--- config.mk ---
export PLATFORM = sky130hd
export DESIGN_NAME = emu_dl_bank
export DESIGN_NICKNAME = d
export VERILOG_FILES = /design/src/rtl/emu_dl_bank.sv
export SDC_FILE = /design/constraint.sdc
export NUM_CORES = 1
export LEC_CHECK = 0
export BUFFER_PORTS_ARGS = -buffer_cell sky130_fd_sc_hd__buf_2
export CORE_ASPECT_RATIO = 1.4
export CORE_MARGIN = 1
export CORE_UTILIZATION = 51
export CTS_CLUSTER_DIAMETER = 120
export DETAILED_ROUTE_END_ITERATION = 8
export PLACE_DENSITY_LB_ADDON = 0.3
export REMOVE_ABC_BUFFERS = 1
export SYNTH_ARGS = -nofsm -noshare
export SYNTH_HDL_FRONTEND = slang
export SYNTH_SLANG_ARGS = --single-unit
export TNS_END_PERCENT = 30
--- constraint.sdc ---
create_clock -name i_EMUCLK -period 1.65 [get_ports i_EMUCLK]
set_clock_uncertainty 0.05 [all_clocks]
set_input_delay 0.0825 -clock i_EMUCLK [delete_from_list [all_inputs] [get_ports i_EMUCLK]]
set_output_delay 0.0825 -clock i_EMUCLK [all_outputs]
set_load 0.05 [all_outputs]
--- src/rtl/emu_dl_bank.sv ---
// Bank of set/clear-able D-latch channels emulated on a single clock, with
// sticky per-channel change flags and a registered readback port.
module emu_dl_bank #(
    parameter int               WIDTH   = 8,
    parameter int               CH      = 4,
    parameter int               MODE    = 0,
    parameter logic [WIDTH-1:0] SET_VAL = {WIDTH{1'b1}},
    localparam int              SELW    = (CH > 1) ? $clog2(CH) : 1
) (
    input  logic                  i_EMUCLK,
    input  logic                  i_RST,
    input  logic [CH-1:0]         i_SET,
    input  logic [CH-1:0]         i_CLR,
    input  logic [CH-1:0]         i_EN,
    input  logic [CH*WIDTH-1:0]   i_D,
    output logic [CH*WIDTH-1:0]   o_Q,
    input  logic [CH-1:0]         i_ACK,
    output logic [CH-1:0]         o_CHG,
    input  logic [SELW-1:0]       i_RDSEL,
    output logic [WIDTH-1:0]      o_RDQ,
    output logic                  o_RDVLD
);

    localparam logic [SELW:0] CH_LIM = (SELW+1)'(CH);

    // Packed so that channel n sits at [n*WIDTH +: WIDTH], matching i_D/o_Q.
    logic [CH-1:0][WIDTH-1:0] q_q;
    logic [CH-1:0][WIDTH-1:0] q_d;
    logic [CH-1:0]            chg_q;
    logic [CH-1:0]            chg_d;
    logic [WIDTH-1:0]         rdq_q;
    logic [WIDTH-1:0]         rdq_d;
    logic                     rdvld_q;
    logic                     rdvld_d;

    // Per-channel next value (reset > set > clear > enable > hold) and change flag.
    always_comb begin
        q_d   = q_q;
        chg_d = chg_q;
        for (int n = 0; n < CH; n++) begin
            if (i_RST) begin
                q_d[n] = {WIDTH{1'b0}};
            end else if (i_SET[n]) begin
                q_d[n] = SET_VAL;
            end else if (i_CLR[n]) begin
                q_d[n] = {WIDTH{1'b0}};
            end else if (i_EN[n]) begin
                q_d[n] = i_D[n*WIDTH +: WIDTH];
            end else begin
                q_d[n] = q_q[n];
            end

            // A fresh change beats a simultaneous acknowledge.
            if (i_RST) begin
                chg_d[n] = 1'b0;
            end else if (q_d[n] != q_q[n]) begin
                chg_d[n] = 1'b1;
            end else if (i_ACK[n]) begin
                chg_d[n] = 1'b0;
            end else begin
                chg_d[n] = chg_q[n];
            end
        end
    end

    // Readback samples the stored value before this edge's update.
    always_comb begin
        rdq_d   = {WIDTH{1'b0}};
        rdvld_d = 1'b0;
        if (i_RST) begin
            rdq_d   = {WIDTH{1'b0}};
            rdvld_d = 1'b0;
        end else begin
            rdvld_d = ({1'b0, i_RDSEL} < CH_LIM);
            for (int n = 0; n < CH; n++) begin
                if (i_RDSEL == SELW'(n)) begin
                    rdq_d = q_q[n];
                end else begin
                    rdq_d = rdq_d;
                end
            end
        end
    end

    // State registers.
    always_ff @(posedge i_EMUCLK) begin
        if (i_RST) begin
            q_q     <= '0;
            chg_q   <= {CH{1'b0}};
            rdq_q   <= {WIDTH{1'b0}};
            rdvld_q <= 1'b0;
        end else begin
            q_q     <= q_d;
            chg_q   <= chg_d;
            rdq_q   <= rdq_d;
            rdvld_q <= rdvld_d;
        end
    end

    // Transparent mode exposes the next value so controls act within the cycle.
    always_comb begin
        if (MODE == 0) begin
            o_Q = q_d;
        end else begin
            o_Q = q_q;
        end
    end

    assign o_CHG   = chg_q;
    assign o_RDQ   = rdq_q;
    assign o_RDVLD = rdvld_q;

endmodule

After elaboration in Yosys (flattened, before gate mapping)

Cells that the tools add are included.

Bits in registers: 45
Latch bits: 0
Memory bits (writable): 0
ROM bits: 0
Input port bits: 52
Output and inout bits: 45
Memories: 0

Add/subtract/negate cells: 0
Multiply operators: 0
Divide/modulo/power cells: 0
$lt $le $gt $ge: 0
Equality and inequality tests: 7
Shifts and indexed selects: 0
Mux-type cells: 29
Bitwise logic cells: 0
Reductions and logical operators: 5

Operators with widths:

| cell               | count |
|---|---|
| $mux 8             | 20 |
| $ne 8x8->1         | 4 |
| $mux 1             | 9 |
| $reduce_bool 2->1  | 4 |
| $eq 2x2->1 const B | 2 |
| $eq 2x1->1 const B | 1 |
| $logic_not 2->1    | 1 |

Depth between registers and ports, before layout

Gate-level depths: netlist of run 1.

Depth after elaboration: 6
Depth in mapped cells: 6
Mapped depth without buffers: 5

Worst setup path before layout of run 1

No wires, ideal clock.

Path type: register -> register
Start point: register q_q[5] in the netlist's numbering
End point: register chg_q[0], in the netlist o_CHG[0]
Arrival time: 1307 ps
Required time: 1472 ps
Setup slack: 164 ps
Cell stages (with the launch flop): 6
Buffers on the path: 0
Cells stage by stage: dfxtp_1 inv_2 a222oi_1 o2111ai_1 a2111oi_2 a31oi_1

Word-level cells in the longest chain between the ends: 6
Elaborated cells between the ends (all ways): 7

Ends and longest elaborated chain:

| what                                        | line | text |
|---|---|---|
| start, declared                             | 27   | `logic [CH-1:0][WIDTH-1:0] q_q;` |
| start signal, assigned                      | 93   | `q_q <= q_d;` |
| $mux 8                                      | 47   | `end else if (i_EN[n]) begin` |
| $mux 8                                      | 45   | `end else if (i_CLR[n]) begin` |
| $mux 8                                      | 43   | `end else if (i_SET[n]) begin` |
| $mux 8                                      | 41   | `if (i_RST) begin` |
| $ne 8x8->1 *                                | 56   | `end else if (q_d[n] != q_q[n]) begin` |
| $mux 1 or $reduce_bool 2->1 (tied branches) | -    |  |
| end signal, assigned                        | 89   | `chg_q <= {CH{1'b0}};` |
| end signal, assigned                        | 94   | `chg_q <= chg_d;` |
| end, declared                               | 29   | `logic [CH-1:0] chg_q;` |

Every way passes the cells marked *; elsewhere a longest branch is shown, timed or not.
A chain may end at the register's enable or synchronous reset.

Worst setup path in the final report of run 1

Start point: register q_q[0] in the netlist's numbering
End point: register chg_q[0], in the netlist o_CHG[0]

The elaborated chain is that of the path after synthesis.

==> results of run 1 <==
==> sequential cells by signal (all words and copies together) (netlist names) <==
| name | count |
|---|---|
| o_CHG | 4 |
| o_RDQ | 8 |
| o_RDVLD | 1 |
| q_q | 32 |
==> final timing paths <==
check | endpoint | slack [ns]
worst max register to register | o_CHG[0] | 0.02
worst min-delay path | q_q[13] | 0.08
worst max-delay path | o_CHG[0] | 0.02
worst min register to register | o_CHG[0] | 0.61
==> synthesized netlist by cell type, drive strengths merged <==
cell type	instances	area share, %
nor2	131	16
dfxtp	45	30
inv	36	4.5
mux2i	32	11
a21oi	23	3.8
nor2b	22	4.6
clkbuf	16	2.0
o21ai	15	2.5
buf	9	1.8
o22ai	9	1.9
and2	8	1.7
mux4	8	6.1
a31oi	6	1.2
o32ai	6	1.7
o41ai	5	1.4
nand2	4	0.50
nor3b	4	0.99
nor4	4	0.83
nor3	3	0.50
o2111ai	3	0.87
a222oi	2	0.66
a22oi	2	0.50
a41oi	2	0.58
nand2b	2	0.41
nand3	2	0.33
nand4	2	0.41
o211ai	2	0.50
o31ai	2	0.50
a2111oi	1	0.50
a311o	1	0.33
and2b	1	0.25
clkinv	1	0.12
nand3b	1	0.25
o21bai	1	0.25
o2bb2ai	1	0.29
o311a	1	0.37
or3	1	0.21
==> worst max-delay path, cell delays in order, from the launching register on <==
cell       delay, ns
dfxtp_1         0.43
inv_1           0.07
a222oi_1        0.29
o2111ai_1       0.19
a2111oi_2       0.38
a31oi_1         0.11
==> metrics by stage <==
stage / hold slack, ns / std cells
detailed placement: 0.374 / 563
finish: 0.0787 / 571
global placement: 0.367 / 563
CTS: 0.0689 / 571
floorplan: 0.102 / 389
global route: 0.0816 / 571
==> power breakdown <==
part           internal, mW  switching [mW]
sequential             1.16          0.0860
combinational         0.334           0.632
clock                 0.340           0.393
==> cell families after synthesis <==
group                  count (synthesis)  synth area share [%]
buffers and inverters                 62                  8.41
AOI/OAI and AO/OA                     82                  17.9
muxes                                 40                  16.7
and+or+nand+nor                      185                  27.2
DFF                                   45                  29.8
==> routing by layer <==
layer | share of wire, % | up-vias | wire length [um] | global-route usage (%)
li1 | - | 1591 | - | -
met1 | 42 | 1473 | 3410 | 31.8
met2 | 50 | 136 | 4060 | 46.8
met3 | 5.6 | 26 | 457 | 4.39
met4 | 2.5 | 0 | 207 | 10.1
met5 | 0 | - | 0 | 0
==> layout make-up <==
type	instances	area [um2]	share of cell area, %
Clock buffer	6	82.6	2.26
Clock inverter	2	13.8	0.376
Inverter	37	139	3.80
Multi-Input combinational cell	307	1870	51.0
Sequential cell	45	902	24.7
Tap cell	68	85.1	2.33
Timing Repair Buffer	106	568	15.5
==> repair_timing <==
action | in CTS | in global routing
hold endpoints to repair | 0 | 0
endpoints found under the setup margin | 0 | 3
resized for setup | 0 | 1
==> flow_summary.toml, run 1 <==
[cts]
clkLatencyLatePin_ns = 0.30
cts_buffers = 5
clkTransAtPathRegs_ns = 0.09
h-tree-depth = 2
clockRootBuffer = "clkbuf_8"
cts_buffer_depth = 2
cts_tree = "done"
postCtsSetupBuffers = 0
numClockSinks = 45
hold_buffers = 0

[min_path]
hp-start = "i_RST"
hold_path.class = "in -> reg"
min_path_cells = 2

[finish]
final_core_util_pct = 65.2
design_area_mm2 = 0.00366
area_growth_pct = 21.0
fillCellCount = 534
drive_above_1_share_pct = 24.9
num-nets-final = 554
n_antenna_cell = 0
final_common_cell = "nor2_1"
layout_common_cells = "nor2_1, buf_2, dfxtp_1"

[timing]
setup_tns_ns = 0
drv_slew = 0
fmax_ghz = 0.612
setup_viol = 0
fin_ws_ns = 0.0152
hold_viol = 0
relSlewSlack_pct = 74.7
worst_pin_slew_ns = 0.378
rsz0062_at_grt = "no"
finalCritPeriodShare_pct = 99.1
period_needed_ns = 1.63

[pwr]
p_leak_nw = 1.77
power_density_mw_per_mm2 = 806
p_total_mw = 2.95
vdd.ir_drop.worst_uv = 523

[routing]
drc_errors = 0
vias_per_cell = 5.65
routedWlPerCell_um = 14.2
ant_nets = 0
vias = 3226
drt_iter0_drc = 247
wl_um = 8140
first_pass_iters = 5

[job]
maxCapViolations = 0

[setup_path]
rr_startpoint = "q_q[0]"
critPathLaunchType = "flop"
cp-startpoint = "q_q[0]"
cp.required_ns = 1.78
critPathKind = "reg -> reg"
end_kind = "flop"
worst-path-max-fanout = 6
arrival_ns = 1.77
reg2reg_depth = 5

[synthesis]
synth_cells = 414
ys_seq_area_share_pct = 29.8
post_synth.cell_area_avg_um2 = 7.30
synth.cell_area_mm2 = 0.00302
ys_warn_count = 0
ys_ff_latch = 45
ys_types = 40

[placed_design]
place_area_mm2 = 0.00356
dp_hpwl_um = 6060
io_buffer_count = 96
gp_congestion = 0.991
place_ws_ns = 0.0468

[floorplanning]
io_pins = 97
fp.dieH_um = 93.1
fp.coreArea_mm2 = 0.00561
initial_core_util_pct = 53.9
die_w_um = 67.1
die-area_mm2 = 0.00624
rows = 32

[global_route]
grt_pass1_wl_um = 12900
grt_max_degree = 37
antenna_found_initial = 0
grtUsageTotal_pct = 26.8
overflow = 0
grt_pass1_vias = 2848

[status]
status = "finished, final reports clean"
Note: power is estimated with default switching activity, not from simulation.
==> run 2, diff against run 1 <==
- clock period: 1.65 -> 1.7 ns (I/O delays scaled with it)
==> run 2 against run 1 <==
The run now ends with negative setup slack left. Die area unchanged. Sequential power hardly changed. Critical endpoint is now o_CHG[3]. Critical path type unchanged. Cell count is 0.35% lower. Highest routed layer unchanged. Non-clock buffer count down 2. Sequential share of layout area rose by 0.13 points. Fmax is 4.5% lower. Global-route usage is 0.83 points lower. Hold slack got worse by 0.0042 ns.
==> flow_summary.toml, run 2 (same netlist as run 1, synthesis figures left out) <==
[routing]
drc_errors = 0
vias_per_cell = 5.49
wl_um = 8040
routedWlPerCell_um = 14.1
ant_nets = 0
vias = 3122
first_pass_iters = 5
drt_iter0_drc = 233

[placed_design]
gp_congestion = 0.975
dp_hpwl_um = 5970
place_ws_ns = 0.0797
io_buffer_count = 96
place_area_mm2 = 0.00354

[pwr]
power_density_mw_per_mm2 = 776
vdd.ir_drop.worst_uv = 442
p_leak_nw = 1.76

[floorplanning]
die-area_mm2 = 0.00624
fp.dieH_um = 93.1
rows = 32
io_pins = 97
die_w_um = 67.1
fp.coreArea_mm2 = 0.00561
initial_core_util_pct = 53.9

[global_route]
antenna_found_initial = 0
grt.met2_usage_pct = 45.6
grt_util_met1_pct = 31.6
grt_pass1_vias = 2787
grt.busiest_layer = "met2"
grt_pass1_wl_um = 12600
grt_max_degree = 37
grtUsageTotal_pct = 26.0
grt_use_met3_pct = 3.78
overflow = 0

[cts]
numClockSinks = 45
cts_buffer_depth = 2
cts_buffers = 5
h-tree-depth = 2
clkLatencyLatePin_ns = 0.30
clockRootBuffer = "clkbuf_8"
cts_tree = "done"
clkTransAtPathRegs_ns = 0.09

[job]
maxCapViolations = 0

[finish]
layout_common_cells = "nor2_1, buf_2, dfxtp_1"
fillCellCount = 537
multi_input_comb_area_mm2 = 0.00187
regMostFlops = "q_q"
n_antenna_cell = 0
ff_latch_area_um2 = 903
design_area_mm2 = 0.00364
final_common_cell = "nor2_1"
drive_above_1_share_pct = 25.0
num-nets-final = 552
area_growth_pct = 20.6
largest_reg_flops = 32

[timing]
rsz0062_at_grt = "yes"
worst_pin_slew_ns = 0.403
relSlewSlack_pct = 72.8
fin_ws_ns = -0.0122
drv_slew = 0
setup_viol = 1
fmax_ghz = 0.584
hold_ws_ns = 0.0745
hold_viol = 0
period_needed_ns = 1.71
finalCritPeriodShare_pct = 101

[setup_path]
worst-path-max-fanout = 7
cp.required_ns = 1.82
arrival_ns = 1.83
end_kind = "flop"
critPathLaunchType = "flop"
critPathKind = "reg -> reg"

[status]
violations = "negative setup slack"
status = "complete, but fails checks"

[min_path]
hold_path.class = "in -> reg"
## run 2: final timing paths
check / from / endpoint / slack, ns / cells past startpoint
worst max-delay path: q_q[27] / o_CHG[3] / -0.01 / 5
worst min-delay path: i_RST / q_q[13] / 0.07 / 2
worst max register to register: q_q[27] / o_CHG[3] / -0.01 / 5
worst min register to register: q_q[14] / o_CHG[1] / 0.61 / 3
## run 2: final cells by class
class,instances,area share (%)
clock buffer,5,1.89
clock inverter,3,0.584
inverter,37,3.81
multi-input combinational,307,51.4
sequential,45,24.8
tap,68,2.34
timing repair buffer,104,15.2
## run 2: per-layer routing
| layer | routed length, um | part of all wire (%) |
|---|---|---|
| met5 | 0 | 0 |
| met4 | 122 | 1.5 |
| met3 | 401 | 5.0 |
| met2 | 4150 | 52 |
| met1 | 3360 | 42 |
## run 2: worst max-delay path, cell delays in order (launching register included)
cell     delay, ns
dfxtp_1       0.38
nor2b_1       0.16
o41ai_1       0.44
a21oi_1       0.14
nor4_2        0.27
a41oi_1       0.14
## run 2: power breakdown
| part | internal, mW | leakage (nW) | switching (mW) |
|---|---|---|---|
| clock network | 0.292 | 0.0445 | 0.388 |
| registers | 1.13 | 0.376 | 0.0880 |
| logic | 0.321 | 1.34 | 0.606 |
## run 2: stage by stage
stage | TNS [ns] | power (mW) | cells | utilization [%]
finish | -0.0122 | 2.83 | 569 | 65.0
global route | -0.164 | 2.98 | 569 | 65.0
CTS | 0 | 2.83 | 569 | 64.8
detailed placement | 0 | 2.16 | 561 | 63.2
global placement | 0 | 2.15 | 561 | 63.2
floorplan | 0 | 1.83 | 389 | -
## run 2: repair_timing
action	in CTS	in global routing
buffers inserted	0	0
endpoints found under the setup margin	0	4
resized for setup	0	3
hold buffers	0	0
==> run 3, diff against run 2 <==
- ABC_CLOCK_PERIOD_IN_PS: default -> 1700
- CORE_UTILIZATION: 51 -> 34
- REMOVE_ABC_BUFFERS: 1 -> default
==> run 3 against run 2 <==
Sequential share of layout area decreased by 0.88 points. The run now ends clean. Largest cell class unchanged. Setup slack better by 0.12 ns. Clock power up 85%. Register-to-register slack improved by 0.12 ns. Via count grew 2.3%. Routed wire length up 11%. Largest power group is now clock.
==> flow_summary.toml, run 3 (same netlist as run 1, synthesis figures left out) <==
[status]
status = "finished, final reports clean"

[placed_design]
place_ws_ns = 0.0994
io_buffer_count = 96
gp_congestion = 0.929
dp_hpwl_um = 6870

[routing]
drt_iter0_drc = 196
routedWlPerCell_um = 14.7
wl_um = 8920
vias = 3195
vias_per_cell = 5.25
drc_errors = 0
first_pass_iters = 5
ant_nets = 0

[min_path]
hp-start = "i_D[23]"
min_path_cells = 5
hold_path_end = "q_q[23]"
hold_path.class = "in -> reg"

[floorplanning]
die-area_mm2 = 0.00927
die_w_um = 81.7
initial_core_util_pct = 35.1
fp.dieH_um = 114
io_pins = 97
fp.coreArea_mm2 = 0.00861
rows = 40

[setup_path]
cp.required_ns = 1.80
critPathLaunchType = "flop"
reg2reg_to = "o_CHG[3]"
rr_startpoint = "q_q[27]"
arrival_ns = 1.70
cp_top_family = "compound AO/OA/AOI/OAI gates"
reg2reg_depth = 5
critPathBufInv = 0
critPathKind = "reg -> reg"
path_cells = "nor2b_1 > o41ai_1 > a21oi_1 > nor4_1 > a41oi_1"
end_kind = "flop"
reg2reg_slack_ns = 0.10
cp-startpoint = "q_q[27]"
worst-path-max-fanout = 7
cpPeakStageDelay_ns = 0.37
cp_slowest_cell = "dfxtp_1"

[timing]
setup_viol = 0
hold_viol = 0
worst_pin_slew_ns = 0.381
finalCritPeriodShare_pct = 93.9
rsz0062_at_grt = "yes"
hold_ws_ns = 0.126
drv_slew = 0
fin_ws_ns = 0.104
fmax_ghz = 0.627
relSlewSlack_pct = 74.5
period_needed_ns = 1.60

[pwr]
p_leak_nw = 1.81
vdd.ir_drop.worst_uv = 456
power_density_mw_per_mm2 = 903

[cts]
clkTransAtPathRegs_ns = 0.07
clockRootBuffer = "clkbuf_16"
cts_buffer_depth = 2
cts_tree = "done"
cts_buffers = 5
hold_buffers = 0
clkLatencyLatePin_ns = 0.30
h-tree-depth = 2
numClockSinks = 45

[global_route]
grt_pass1_vias = 2928
grtUsageTotal_pct = 19.6
antenna_found_initial = 0
overflow = 0
grt_pass1_wl_um = 14100
grt_max_degree = 28

[finish]
drive_above_1_share_pct = 25.6
fillCellCount = 911
area_growth_pct = 25.4
layout_common_cells = "nor2_1, buf_2, dfxtp_1"
largest_reg_flops = 32
n_antenna_cell = 0
regMostFlops = "q_q"
final_common_cell = "nor2_1"
num-nets-final = 554

[synthesis]
synth_fp_nets = 466

[job]
maxCapViolations = 0
==> run 3: what timing repair did <==
item,4_1_cts,5_1_grt
endpoints found under the hold margin,0,0
setup buffers,0,1
setup endpoints to repair,0,2
gates resized for setup,0,5
==> run 3: routing by layer <==
| layer | vias up | part of all wire, % | global-route usage (%) |
|---|---|---|---|
| li1 | 1595 | - | - |
| met1 | 1480 | 43 | 24.1 |
| met2 | 102 | 50 | 33.3 |
| met3 | 18 | 4.7 | 2.80 |
| met4 | 0 | 2.7 | 8.77 |
| met5 | - | 0 | 0 |
==> run 3: worst reg2reg max path: cells and delay by family (launching register included) <==
| kind | cells | cell delay (ns) |
|---|---|---|
| AO/OA/AOI/OAI | 3 | 0.60 |
| AND/OR/NAND/NOR | 2 | 0.44 |
| flip-flops | 1 | 0.37 |
==> run 3: worst max path at each step <==
stage / cells after the start / end / slack [ns]
after CTS: 5 / o_CHG[3] / 0.09
after global routing: 5 / o_CHG[0] / -0.03
after global placement: 5 / o_CHG[3] / 0.16
after floorplan: 5 / o_CHG[0] / 0.21
after detailed placement: 5 / o_CHG[0] / 0.1
final: 5 / o_CHG[3] / 0.10
==> run 3: layout make-up <==
type,count,area (um2),share of cell area (%)
Multi-Input combinational cell,307,1870,49.3
Sequential cell,45,906,23.9
Timing Repair Buffer,106,556,14.7
Inverter,37,139,3.67
Tap cell,105,131,3.47
Clock buffer,5,125,3.30
Clock inverter,3,65.1,1.72
==> run 3: where the power goes <==
| group | internal, mW | switching (mW) |
|---|---|---|
| clock network | 0.840 | 0.422 |
| logic | 0.320 | 0.617 |
| registers | 1.13 | 0.0890 |
==> run 3: per-stage QoR <==
step	utilization, %	power, mW	instances	TNS, ns	cell area, um2
2_1_floorplan	-	1.90	414	0	3020
3_5_place_dp	41.7	2.18	599	0	3590
3_3_place_gp	41.7	2.17	599	0	3590
4_1_cts	43.9	3.43	607	0	3780
6_report	44.0	3.42	608	0	3790
5_1_grt	44.0	3.56	608	-0.0317	3790
